--- config.mk ---
export PLATFORM = sky130hd
export DESIGN_NAME = mem_access_stage
export DESIGN_NICKNAME = d
export VERILOG_FILES = /design/src/rtl/mem_access_stage_pkg.sv /design/src/rtl/mem_access_stage_byte_lane.sv /design/src/rtl/mem_access_stage.sv
export SDC_FILE = /design/constraint.sdc
export NUM_CORES = 1
export LEC_CHECK = 0
export CORE_MARGIN = 5
export CORE_UTILIZATION = 47
export CTS_CLUSTER_SIZE = 16
export DETAILED_ROUTE_END_ITERATION = 8
export GPL_ROUTABILITY_DRIVEN = 1
export PLACE_DENSITY = 0.84
export RECOVER_POWER = 100
export REMOVE_ABC_BUFFERS = 1
export SLEW_MARGIN = 20
export SYNTH_ARGS = -nofsm -noshare
export SYNTH_HDL_FRONTEND = slang
export SYNTH_SLANG_ARGS = --single-unit
--- constraint.sdc ---
create_clock -name clk -period 10.15 [get_ports clk]
set_input_delay 1.015 -clock clk [delete_from_list [all_inputs] [get_ports clk]]
set_output_delay 1.015 -clock clk [all_outputs]
set_load 0.05 [all_outputs]
--- src/rtl/mem_access_stage_pkg.sv ---
// Shared types for the memory-access stage: memory op encoding, FSM states
// and op classification helpers.
package mem_access_stage_pkg;

    typedef enum logic [2:0] {
        MEM_NONE = 3'd0,
        MEM_LW   = 3'd1,
        MEM_LBU  = 3'd2,
        MEM_SW   = 3'd3,
        MEM_SB   = 3'd4
    } mem_op_e;

    typedef enum logic [1:0] {
        IDLE,
        REQ,
        WAIT_RSP,
        RETIRE
    } ms_state_e;

    function automatic logic is_store(input mem_op_e op);
        return (op == MEM_SW) || (op == MEM_SB);
    endfunction

    function automatic logic is_load(input mem_op_e op);
        return (op == MEM_LW) || (op == MEM_LBU);
    endfunction

endpackage

--- src/rtl/mem_access_stage_byte_lane.sv ---
// Combinational byte-lane steering: store byte enables / write data and
// LBU byte extraction from a returned load word.
module mem_byte_lane
    import mem_access_stage_pkg::*;
(
    input  mem_op_e     op,
    input  logic [1:0]  addr_lo,
    input  logic [31:0] store_data,
    input  logic [31:0] rsp_data,
    output logic [3:0]  be,
    output logic [31:0] wdata,
    output logic [31:0] load_data
);

    always_comb begin
        be    = '0;
        wdata = store_data;
        case (op)
            MEM_SW: be = 4'b1111;
            MEM_SB: begin
                be    = 4'b0001 << addr_lo;
                wdata = {4{store_data[7:0]}};
            end
            default: ;
        endcase
    end

    always_comb begin
        load_data = rsp_data;
        if (op == MEM_LBU) begin
            load_data = {24'h0, rsp_data[{addr_lo, 3'b000} +: 8]};
        end
    end

endmodule

--- src/rtl/mem_access_stage.sv ---
// Memory-access stage: registers the ALU result, issues at most one data
// memory access, retires to writeback and pulses the branch/JALR redirect.
module mem_access_stage
    import mem_access_stage_pkg::*;
#(
    parameter int unsigned RF_ADDR_W   = 5,
    parameter int unsigned TIMEOUT_CYC = 64
) (
    input  logic                 clk,
    input  logic                 reset,
    input  logic                 ex_valid_i,
    output logic                 ex_ready_o,
    input  logic [31:0]          alu_result_i,
    input  logic [31:0]          store_data_i,
    input  logic                 is_branch_i,
    input  logic                 jump_now_i,
    input  logic [31:0]          jump_target_i,
    input  logic [2:0]           mem_op_i,
    input  logic                 wb_en_i,
    input  logic [RF_ADDR_W-1:0] wb_addr_i,
    output logic                 mem_req_valid_o,
    input  logic                 mem_req_ready_i,
    output logic                 mem_we_o,
    output logic [31:0]          mem_addr_o,
    output logic [31:0]          mem_wdata_o,
    output logic [3:0]           mem_be_o,
    input  logic                 mem_rsp_valid_i,
    input  logic [31:0]          mem_rsp_data_i,
    output logic                 wb_valid_o,
    output logic                 wb_en_o,
    output logic [RF_ADDR_W-1:0] wb_addr_o,
    output logic [31:0]          wb_data_o,
    output logic                 redirect_o,
    output logic [31:0]          redirect_pc_o,
    output logic                 mem_err_o
);

    localparam logic [7:0] TMO_LAST = 8'(TIMEOUT_CYC - 1);

    ms_state_e            state_q, state_d;
    mem_op_e              op_q, op_in;
    logic [31:0]          addr_q, sdata_q, wb_data_q, redirect_pc_q;
    logic [RF_ADDR_W-1:0] wb_addr_q;
    logic                 wb_en_q, redirect_q, err_q;
    logic [7:0]           tmo_q;

    logic        accept, misaligned_lw, tmo_expire;
    logic        capture_rsp, set_err, abort;
    logic [3:0]  lane_be;
    logic [31:0] lane_wdata, lane_load;

    assign op_in         = mem_op_e'(mem_op_i);
    assign accept        = ex_valid_i && (state_q == IDLE);
    assign misaligned_lw = (op_in == MEM_LW) && (alu_result_i[1:0] != 2'b00);
    assign tmo_expire    = (tmo_q == TMO_LAST);

    mem_byte_lane u_lane (
        .op         (op_q),
        .addr_lo    (addr_q[1:0]),
        .store_data (sdata_q),
        .rsp_data   (mem_rsp_data_i),
        .be         (lane_be),
        .wdata      (lane_wdata),
        .load_data  (lane_load)
    );

    always_comb begin
        state_d     = state_q;
        capture_rsp = 1'b0;
        set_err     = 1'b0;
        abort       = 1'b0;
        case (state_q)
            IDLE: begin
                if (accept) begin
                    if (misaligned_lw) begin
                        set_err = 1'b1;
                        state_d = RETIRE;
                    end else if (is_load(op_in) || is_store(op_in)) begin
                        state_d = REQ;
                    end else begin
                        state_d = RETIRE;
                    end
                end
            end
            REQ: begin
                // A completing handshake wins over an expiring timeout
                if (mem_req_ready_i && is_store(op_q)) begin
                    state_d = RETIRE;
                end else if (mem_req_ready_i && mem_rsp_valid_i) begin
                    capture_rsp = 1'b1;
                    state_d     = RETIRE;
                end else if (tmo_expire) begin
                    abort   = 1'b1;
                    set_err = 1'b1;
                    state_d = RETIRE;
                end else if (mem_req_ready_i) begin
                    state_d = WAIT_RSP;
                end
            end
            WAIT_RSP: begin
                if (mem_rsp_valid_i) begin
                    capture_rsp = 1'b1;
                    state_d     = RETIRE;
                end else if (tmo_expire) begin
                    abort   = 1'b1;
                    set_err = 1'b1;
                    state_d = RETIRE;
                end
            end
            RETIRE: state_d = IDLE;
            default: state_d = IDLE;
        endcase
    end

    always_ff @(posedge clk or posedge reset) begin
        if (reset) begin
            state_q       <= IDLE;
            op_q          <= MEM_NONE;
            addr_q        <= '0;
            sdata_q       <= '0;
            wb_data_q     <= '0;
            wb_addr_q     <= '0;
            wb_en_q       <= 1'b0;
            redirect_q    <= 1'b0;
            redirect_pc_q <= '0;
            err_q         <= 1'b0;
            tmo_q         <= '0;
        end else begin
            state_q    <= state_d;
            redirect_q <= accept && is_branch_i && jump_now_i;
            if (set_err) err_q <= 1'b1;
            if (state_q == REQ || state_q == WAIT_RSP) tmo_q <= tmo_q + 8'd1;
            else                                        tmo_q <= '0;
            if (accept) begin
                op_q          <= op_in;
                addr_q        <= alu_result_i;
                sdata_q       <= store_data_i;
                wb_data_q     <= alu_result_i;
                wb_addr_q     <= wb_addr_i;
                wb_en_q       <= wb_en_i && !is_store(op_in) && !misaligned_lw;
                redirect_pc_q <= jump_target_i;
            end
            if (capture_rsp) wb_data_q <= lane_load;
            if (abort)       wb_en_q   <= 1'b0;
        end
    end

    assign ex_ready_o      = (state_q == IDLE);
    assign mem_req_valid_o = (state_q == REQ);
    assign mem_we_o        = mem_req_valid_o && is_store(op_q);
    assign mem_addr_o      = mem_req_valid_o ? {addr_q[31:2], 2'b00} : '0;
    assign mem_wdata_o     = mem_req_valid_o ? lane_wdata : '0;
    assign mem_be_o        = mem_req_valid_o ? lane_be : '0;
    assign wb_valid_o      = (state_q == RETIRE);
    assign wb_en_o         = wb_en_q;
    assign wb_addr_o       = wb_addr_q;
    assign wb_data_o       = wb_data_q;
    assign redirect_o      = redirect_q;
    assign redirect_pc_o   = redirect_pc_q;
    assign mem_err_o       = err_q;

endmodule

==> summary.md, run 1 <==
| Metric | Value |
|---|---|
| Final wirelength | 22300 um |
| Register-to-Register Path Depth | 6 |
| Reg2reg start | state_q[0]$_DFFE_PP0P_ |
| Die Area | 17800 sq um |
| Number of enable flip-flop cells after synthesis | 0 |
| Synth top area share | 0.520 |
| Largest net degree at the start of global routing | 112 |
| Slew HR | -2.10 |
| Setup TNS | 0 ns |
| Psw | 1810 uW |
| Highest clock rate | 0.158 GHz |
| Worst-path fanout max | 111 |
| Clk network pwr share | 0.179 |
| CP peak stage delay | 3.31 ns |
| Final min period | 6.34 ns |
| Post-Synthesis Cells | 815 |
| Critical path's slowest cell | clkbuf_1 |
| Setup crit start kind | input pin |
| Initial DRC Count | 410 |
| Fin crit share | 0.625 |
| Clock transition at path regs | 0.06 ns |
| DR vias | 6570 |
| Die height | 134 um |
| Hold depth | 2 |
| Post-Syn Area | 7170 sq um |
| Post-CTS setup buffers | 0 |
| Setup violations, final | 0 |
| Core area | 15100 sq um |
| Reg2reg end | wb_data_o[11]$_DFFE_PP0P_ |
| Clk_lat worst skew | 0.41 ns |
| Netlist cell types | 47 |
| Maximum clock insertion buffer count | 2 |
| Setup crit start | ex_valid_i |
| Hold Violations, Final | 0 |
| Seq pwr share | 0.275 |
| I/O pin cnt | 288 |
| Routed Antenna Nets | 0 |
| Worst EP required | 10.47 ns |
| FF-to-FF setup slack | 4.22 ns |
| WP buf/inv | 2 |
| Critical Path Sink Type | flip-flop |
| RSZ-0062 raised after global routing | false |
| DRT Pass-1 Iters | 5 |
| Crit path DAT | 6.66 ns |
| Most common cell after layout, fill and taps aside | nand2_1 |
| Peak VDD IR | 0.223 mV |
| Combinational Power Share | 0.546 |
| Worst slew pin tran | 4.65 ns |
| Seq/Total Area, Yosys | 0.520 |
| Final HPWL DP | 15800 um |
| PwrDens | 348 nW/um^2 |
| Initial antenna violation count | 0 |
| Status | complete, but fails checks |
| H-tree Lvls | 4 |
| DR DRC count | 0 |
| Synth Warn # | 0 |
| Async set-reset flop share out of synthesis | 1.00 |
| Critical path type | input pin to flip-flop |
| Failing checks | capacitance limit, slew limit |
| WL/cell | 17.5 um |
| Util after Layout | 0.710 |
| Row count | 45 |
| Worst Hold End | redirect_pc_o[26]$_DFFE_PP0N_ |
| Post-synth top flop | dfrtp_1 |
| Via density | 5.16 |
| CTS tree | yes |
| Pleak | 0.00526 uW |
| Mean Syn Cell Area | 8.80 sq um |
| Switching portion of total power | 0.485 |
| Area delta synth->final | 49.4% |
| Root Driver | clkbuf_16 |
| Diode count | 0 |
| PortBufs | 285 |
| Post-CTS Resized | 0 |
| Fin Clk Skew | 0.00849 ns |
| Num Clock Sinks | 149 |
| Die Wd | 134 um |
| Internal power | 1920 uW |
| Final Max Tran Viols | 385 |
| Nets | 1223 |
| Grt ovf | 0 |
| Area leader, netlist | dfrtp_1 |
| CP top delay family | buffers and inverters |
| Post-synthesis register bit count | 149 |
| Clock buffer count from CTS | 17 |
| Worst Hold Launch | redirect_pc_o[26]$_DFFE_PP0N_ |
| Routability cong. | 0.824 |
| First-pass GRT wire length | 35600 um |
| Vias in the first global route | 6751 |
| MaxCap Viol Count | 5 |
| Top post-synthesis cells by area | dfrtp_1 (52%), nand2_1 (20%), a21boi_0 (6.4%) |
| Most frequent cells in the layout | nand2_1 (375), dfrtp_1 (149), dlygate4sd3_1 (144) |
| Cell Chain, Critical Path | dlygate4sd3_1 > nand2_1 > clkbuf_1 > a21boi_0 > mux2i_1 |
| Hold buffers post-CTS | 0 |
| Share of cells above drive strength 1 | 0.0368 |
| Tot GR Track Use | 0.252 |
| Initial Util | 0.475 |
| Min-delay worst type | flip-flop to flip-flop |
## stage by stage
stage                     total power (uW)  hold WS [ns]  std cells  cell area, sq um  setup slack, ns
after detailed placement              3150         0.455       1242             10100             6.49
after CTS                             3830         0.478       1274             10700             6.04
after global routing                  3940         0.489       1274             10700             3.27
after floorplan                       2400         0.438        763              6950             5.13
after global placement                3110         0.451       1242             10100             6.55
final                                 3730         0.467       1274             10700             3.81
## logic make-up (layout without fill, tap and decap cells)
family / after synthesis / after routing / synth area share
DFF: 149 / 149 / 0.520
other: 1 / 2 / 0.000523
adders and majority gates: 6 / 6 / 0.0105
and+or+nand+nor: 452 / 452 / 0.264
muxes: 41 / 41 / 0.0572
xor gates and xnor gates: 5 / 5 / 0.00610
AOI/OAI and AO/OA: 102 / 102 / 0.106
buffers and inverters: 59 / 329 / 0.0352
## tightest hold or removal path: stages, from the launching register on
cell and delay [ns]:
dfrtp_1 0.34, nand2_1 0.05, nand2_1 0.05
## power groups by stage
stage               logic [uW]  registers (uW)  clock network (uW)
global placement          2080            1020                   0
finish                    2040            1030                 669
global route              2170            1060                 706
CTS                       2120            1030                 680
floorplan                  949            1450                   0
detailed placement        2110            1030                   0
## area by class of cell
type | instances | area [sq um]
repair buffers | 291 | 2890
flip-flops and latches | 149 | 3730
clock buffers | 18 | 429
inverters | 6 | 23.8
well taps | 188 | 235
multi-input cells | 608 | 3210
clock inverters | 14 | 203
fillers | 1150 | 4370
## synthesized netlist by cell type (2+ instances only)
master     instances
nor3b_1            3
o21ai_0           10
dfrtp_1          149
inv_1              6
a2bb2oi_1          7
and2_1            47
and3_1             2
o22a_1             7
buf_4              2
mux2i_1           41
nand2_1          375
ha_1               6
a21boi_0          61
nand3b_1           2
xnor2_1            4
buf_1              4
clkbuf_1          43
a31oi_1            3
buf_6              3
nand3_1            3
nor2_1             4
a21oi_1            4
nand2b_1           3
nor2b_1            3
## state kept, by name, indices dropped and copies added (netlist names)
name and flops:
addr_q 32, op_q 3, wb_addr_o 5, tmo_q 8, mem_err_o 1, redirect_o 1
wb_data_o 32, state_q 2, sdata_q 32, wb_en_o 1, redirect_pc_o 32
## worst max path at each step
stage / end / slack, ns / cells past startpoint
after CTS: mem_be_o[3] / 6.04 / 4
after detailed placement: mem_be_o[3] / 6.49 / 4
after global routing: wb_data_o[11]$_DFFE_PP0P_ / 3.27 / 5
after floorplan: addr_q[0]$_DFFE_PP0N_ / 5.13 / 1
final: wb_data_o[11]$_DFFE_PP0P_ / 3.81 / 5
after global placement: mem_wdata_o[27] / 6.55 / 4
## routing by layer
metal	GRT usage	vias to the layer above	share of wire
li1	-	3143	-
met1	0.306	3130	0.40
met2	0.414	268	0.48
met3	0.0963	29	0.097
met4	0.0846	0	0.021
met5	0	-	0
Note: power is estimated with default switching activity, not from simulation.
==> inputs of run 2 (changes only) <==
--- a/config.mk
+++ b/config.mk
@@ -6,11 +6,11 @@
 export NUM_CORES = 1
 export LEC_CHECK = 0
 export CORE_MARGIN = 5
-export CORE_UTILIZATION = 47
+export CORE_UTILIZATION = 40
 export CTS_CLUSTER_SIZE = 16
 export DETAILED_ROUTE_END_ITERATION = 8
 export GPL_ROUTABILITY_DRIVEN = 1
-export PLACE_DENSITY = 0.84
+export PLACE_DENSITY = 0.76
 export RECOVER_POWER = 100
 export REMOVE_ABC_BUFFERS = 1
 export SLEW_MARGIN = 20
==> constraint.sdc (replaced) <==
create_clock -name clk -period 5.8 [get_ports clk]
set_input_delay 0.58 -clock clk [delete_from_list [all_inputs] [get_ports clk]]
set_output_delay 0.58 -clock clk [all_outputs]
set_load 0.05 [all_outputs]
==> run 2 against run 1 <==
The flow still finishes with violations (capacitance limit, slew limit); highest routed layer unchanged; global-route usage shrank 3.3 points; critical path type is now flip-flop to output port; largest power group unchanged; routed wire length is 3.2% higher; clock-buffer cell count is 1 higher; utilization is 11 points lower.
==> summary.md, run 2 (synthesis results as in run 1) <==
| Metric | Value |
|---|---|
| MaxCap Viol Count | 3 |
| Total power | 6370 uW |
| RSZ-0062 raised after global routing | false |
| Failing checks | capacitance limit, slew limit |
| Area delta synth->final | 49.2% |
| WL/cell | 17.5 um |
| Non-filler instance count after layout | 1317 |
| Crit path DAT | 3.47 ns |
| Worst EP required | 5.22 ns |
| Final wirelength | 23100 um |
| Routability cong. | 0.866 |
| Setup TNS | 0 ns |
| DR vias | 6560 |
| Tot GR Track Use | 0.219 |
| Highest clock rate | 0.247 GHz |
| Initial DRC Count | 272 |
| Worst slew pin tran | 2.40 ns |
| PwrDens | 596 nW/um^2 |
| Routed Antenna Nets | 0 |
| Critical path type | flip-flop to output port |
| PortBufs | 285 |
| Die Wd | 144 um |
| Clock transition at path regs | 0.06 ns |
| Die height | 144 um |
| Post-CTS setup buffers | 0 |
| Most common cell after layout, fill and taps aside | nand2_1 |
| Row count | 49 |
| Reg2reg start | state_q[1]$_DFFE_PP0P_ |
| Reg2reg end | wb_data_o[10]$_DFFE_PP0P_ |
| Root Driver | clkbuf_16 |
| Num Clock Sinks | 149 |
| Via density | 4.98 |
| Diode count | 0 |
| Clock buffer count from CTS | 17 |
| FF-to-FF setup slack | 2.21 ns |
| Final Max Tran Viols | 188 |
| Hold Violations, Final | 0 |
| Worst Hold End | redirect_pc_o[1]$_DFFE_PP0N_ |
| Initial antenna violation count | 0 |
| Sequential Area | 3730 sq um |
| Slew HR | -0.599 |
| Register-to-Register Path Depth | 6 |
| DP Cell Count | 1285 |
| CTS tree | yes |
| Worst Hold Launch | redirect_pc_o[1]$_DFFE_PP0N_ |
| DR DRC count | 0 |
| Final HPWL DP | 16500 um |
| Grt ovf | 0 |
| Hold depth | 2 |
| Post-CTS Resized | 0 |
| Most frequent cells in the layout | nand2_1 (375), dfrtp_1 (149), clkdlybuf4s50_1 (143) |
| I/O pin cnt | 288 |
| Hold buffers post-CTS | 0 |
| Share of cells above drive strength 1 | 0.0395 |
| Worst-path fanout max | 44 |
| Setup violations, final | 0 |
| Final min period | 4.05 ns |
| Multi-input logic area | 3210 sq um |
| Nets | 1226 |
| Die Area | 20700 sq um |
| Vias in the first global route | 6617 |
| Fillcell total | 1582 |
| Peak VDD IR | 0.343 mV |
| Fin crit share | 0.699 |
| Initial Util | 0.403 |
| Critical Path Sink Type | output port |
| Min-delay worst type | flip-flop to flip-flop |
| Maximum clock insertion buffer count | 2 |
| Pleak | 0.00522 uW |
| Setup crit start kind | flip-flop |
| Clk_lat worst skew | 0.41 ns |
| First-pass GRT wire length | 35300 um |
| Util after Layout | 0.602 |
| Core area | 17800 sq um |
| Fin Clk Skew | 0.0137 ns |
| H-tree Lvls | 4 |
| Status | complete, but fails checks |
| Largest net degree at the start of global routing | 107 |
| DRT Pass-1 Iters | 4 |
run 2: cell types whose count changed in the layout (fill, tap and decap cells not counted), moves of 2 or more:
| cell | change |
|---|---|
| buf_4 | +2 |
| and2_0 | -3 |
| and2_1 | +2 |
| clkinvlp_4 | +4 |
| dlygate4sd3_1 | -2 |
| bufinv_16 | -3 |
| clkinv_2 | +2 |
| clkdlybuf4s50_1 | +2 |
| clkinv_4 | -5 |
run 2: worst max path at each step:
| stage | from | end | cells past startpoint |
|---|---|---|---|
| 2_1_floorplan | reset | addr_q[0]$_DFFE_PP0N_ | 1 |
| 3_3_place_gp | state_q[1]$_DFFE_PP0P_ | mem_wdata_o[14] | 5 |
| 3_5_place_dp | state_q[1]$_DFFE_PP0P_ | mem_wdata_o[14] | 5 |
| 4_1_cts | state_q[1]$_DFFE_PP0P_ | mem_wdata_o[14] | 5 |
| 5_1_grt | state_q[1]$_DFFE_PP0P_ | mem_wdata_o[22] | 5 |
| 6_report | state_q[1]$_DFFE_PP0P_ | mem_wdata_o[14] | 5 |
run 2: through the flow:
stage | instance area, sq um | setup WS [ns] | hold WS (ns)
final | 10700 | 1.75 | 0.464
after detailed placement | 10200 | 2.54 | 0.457
after global placement | 10200 | 2.66 | 0.450
after global routing | 10700 | 1.43 | 0.489
after floorplan | 6950 | 1.21 | 0.438
after CTS | 10700 | 2.08 | 0.473
run 2: critical path, cell delays in order (launching register included):
cell and delay, ns:
dfrtp_1 0.41, inv_1 0.14, ha_1 0.91, buf_4 0.48, a21boi_0 0.22, dlygate4sd3_1 0.90
run 2: power breakdown:
part           total [uW]  internal [uW]  leakage (uW)  switching (uW)
Sequential           1790           1510       0.00187             289
Combinational        3560           1110       0.00310            2450
Clock                1020            587      0.000255             437
Total                6370           3200       0.00522            3170
run 2: layout make-up:
cell class	instances	area share
sequential	149	0.348
multi-input combinational	608	0.300
timing repair buffer	294	0.272
clock inverter	12	0.00994
clock buffer	19	0.0405
inverter	6	0.00222
tap	229	0.0268
run 2: layer usage:
layer  GRT usage  wire length, um  up-vias
met4      0.0614              425        0
met1       0.266             9140     3135
met5           0                0        -
met3      0.0879             2520       27
met2       0.363            11000      251
li1            -                -     3147
==> inputs of run 3 (changes only) <==
--- a/config.mk
+++ b/config.mk
@@ -6,11 +6,11 @@
 export NUM_CORES = 1
 export LEC_CHECK = 0
 export CORE_MARGIN = 5
-export CORE_UTILIZATION = 40
+export CORE_UTILIZATION = 44
 export CTS_CLUSTER_SIZE = 16
 export DETAILED_ROUTE_END_ITERATION = 8
 export GPL_ROUTABILITY_DRIVEN = 1
-export PLACE_DENSITY = 0.76
+export PLACE_DENSITY = 0.79
 export RECOVER_POWER = 100
 export REMOVE_ABC_BUFFERS = 1
 export SLEW_MARGIN = 20
==> constraint.sdc (replaced) <==
create_clock -name clk -period 3.9 [get_ports clk]
set_input_delay 0.39 -clock clk [delete_from_list [all_inputs] [get_ports clk]]
set_output_delay 0.39 -clock clk [all_outputs]
set_load 0.05 [all_outputs]
==> run 3 against run 2 <==
The flow still finishes with violations (capacitance limit, slew limit); via count is 0.61% lower; critical path depth is 1 higher; clock-buffer cell count is 2 lower; largest power group unchanged; non-clock buffer count stayed put; clock power is 58% higher; worst setup slack worse by 1.3 ns; register-to-register slack worse by 1.8 ns; highest routed layer unchanged; clock skew is 0.0063 ns lower; die area is 8.5% lower; design area is 0.50% higher.
==> summary.md, run 3 (synthesis results as in run 1) <==
| Metric | Value |
|---|---|
| Pleak | 0.00526 uW |
| Fin Clk Skew | 0.00737 ns |
| Num Clock Sinks | 149 |
| Uppermost layer routed | met4 |
| Root Driver | clkbuf_16 |
| Non-filler instance count after layout | 1305 |
| Tot GR Track Use | 0.241 |
| Clk_lat worst skew | 0.41 ns |
| Min-delay worst type | flip-flop to flip-flop |
| CTS tree | yes |
| Final min period | 3.45 ns |
| Die height | 138 um |
| DRT Pass-1 Iters | 4 |
| Fin crit share | 0.883 |
| PortBufs | 285 |
| Routability cong. | 0.778 |
| Worst slew pin tran | 1.74 ns |
| Setup TNS | 0 ns |
| FF-to-FF setup slack | 0.45 ns |
| Status | complete, but fails checks |
| Post-CTS Resized | 0 |
| CP peak stage delay | 1.06 ns |
| Critical path's slowest cell | nand2_2 |
| Highest clock rate | 0.290 GHz |
| PwrDens | 889 nW/um^2 |
| H-tree Lvls | 4 |
| Final HPWL DP | 16100 um |
| Worst-path fanout max | 81 |
| Setup crit start kind | flip-flop |
| Hold buffers post-CTS | 0 |
| Final wirelength | 22600 um |
| Routed Antenna Nets | 0 |
| Initial Util | 0.450 |
| DR DRC count | 0 |
| Peak VDD IR | 0.531 mV |
| Row count | 46 |
| Critical path type | flip-flop to flip-flop |
| Post-CTS setup buffers | 0 |
| Slew HR | -0.159 |
| Nets | 1226 |
| WL/cell | 17.3 um |
| Vias in the first global route | 6627 |
| Setup violations, final | 0 |
| Cell Chain, Critical Path | inv_1 > ha_1 > nand2_2 > clkbuf_2 > a21boi_0 > mux2i_1 |
| Core area | 15900 sq um |
| Placed cell area | 10200 sq um |
| Most common cell after layout, fill and taps aside | nand2_1 |
| MaxCap Viol Count | 3 |
| I/O pin cnt | 288 |
| Via density | 5.00 |
| Most frequent cells in the layout | nand2_1 (374), dfrtp_1 (149), dlygate4sd3_1 (143) |
| Area delta synth->final | 49.9% |
| Fillcell total | 1316 |
| Maximum clock insertion buffer count | 2 |
| Initial DRC Count | 284 |
| Diode count | 0 |
| Share of cells above drive strength 1 | 0.0441 |
| Worst Hold Launch | addr_q[31]$_DFFE_PP0N_ |
| Final Max Tran Viols | 110 |
| RSZ-0062 raised after global routing | false |
| Util after Layout | 0.675 |
| Die Area | 19000 sq um |
| Detail Route met3 WL | 2620 um |
| Clock transition at path regs | 0.06 ns |
| Grt ovf | 0 |
| DP Cell Count | 1273 |
| First-pass GRT wire length | 35300 um |
| Critical Path Sink Type | flip-flop |
| Total power | 9560 uW |
| Met1 WL | 9010 um |
| Setup crit start | state_q[0]$_DFFE_PP0P_ |
| Failing checks | capacitance limit, slew limit |
| Worst EP required | 4.23 ns |
| Crit path DAT | 3.78 ns |
| Post-route cell area | 10800 sq um |
| Die Wd | 138 um |
| Initial antenna violation count | 0 |
| Clock buffer count from CTS | 17 |
| Largest net degree at the start of global routing | 82 |
| WL met2 | 10500 um |
| DR vias | 6520 |
| Reg2reg start | state_q[0]$_DFFE_PP0P_ |
| Hold Violations, Final | 0 |
## run 3: power breakdown
| part | internal [uW] | switching (uW) |
|---|---|---|
| registers | 2240 | 416 |
| clock network | 945 | 662 |
| logic | 1660 | 3640 |
| total | 4850 | 4710 |
## run 3: metal layers
layer,up-vias,track usage
li1,3158,-
met3,39,0.105
met1,3058,0.293
met4,0,0.0820
met2,265,0.384
met5,-,0
## run 3: final timing paths
check	end	cells past startpoint
max in group asynchronous	wb_data_o[0]$_DFFE_PP0P_	3
max reg2reg	wb_data_o[15]$_DFFE_PP0P_	6
max	wb_data_o[15]$_DFFE_PP0P_	6
min reg2reg	addr_q[31]$_DFFE_PP0N_	2
min in group asynchronous	redirect_pc_o[25]$_DFFE_PP0N_	2
min	addr_q[31]$_DFFE_PP0N_	2
## run 3: layout make-up
class,count,area [sq um],area share
clock buffers,17,425,0.0396
clock inverters,15,154,0.0143
inverters,6,26.3,0.00244
multi-input cells,608,3210,0.299
flip-flops and latches,149,3730,0.347
well taps,216,270,0.0251
repair buffers,294,2940,0.273
## run 3: through the flow
| step | hold slack (ns) | setup WS [ns] |
|---|---|---|
| after global placement | 0.450 | 1.11 |
| final | 0.465 | 0.455 |
| after floorplan | 0.438 | -0.498 |
| after detailed placement | 0.455 | 0.909 |
| after global routing | 0.476 | 0.162 |
| after CTS | 0.470 | 0.448 |
## run 3: worst max-delay path, delay by kind of cell, from the launching register on
family                   cells  cell delay (ns)
AO/OA/AOI/OAI                1             0.23
buffers and inverters        2             1.17
multiplexers                 1             0.19
adder cells (fa/ha/maj)      1             0.27
flip-flops                   1             0.41
AND/OR/NAND/NOR              1             1.06
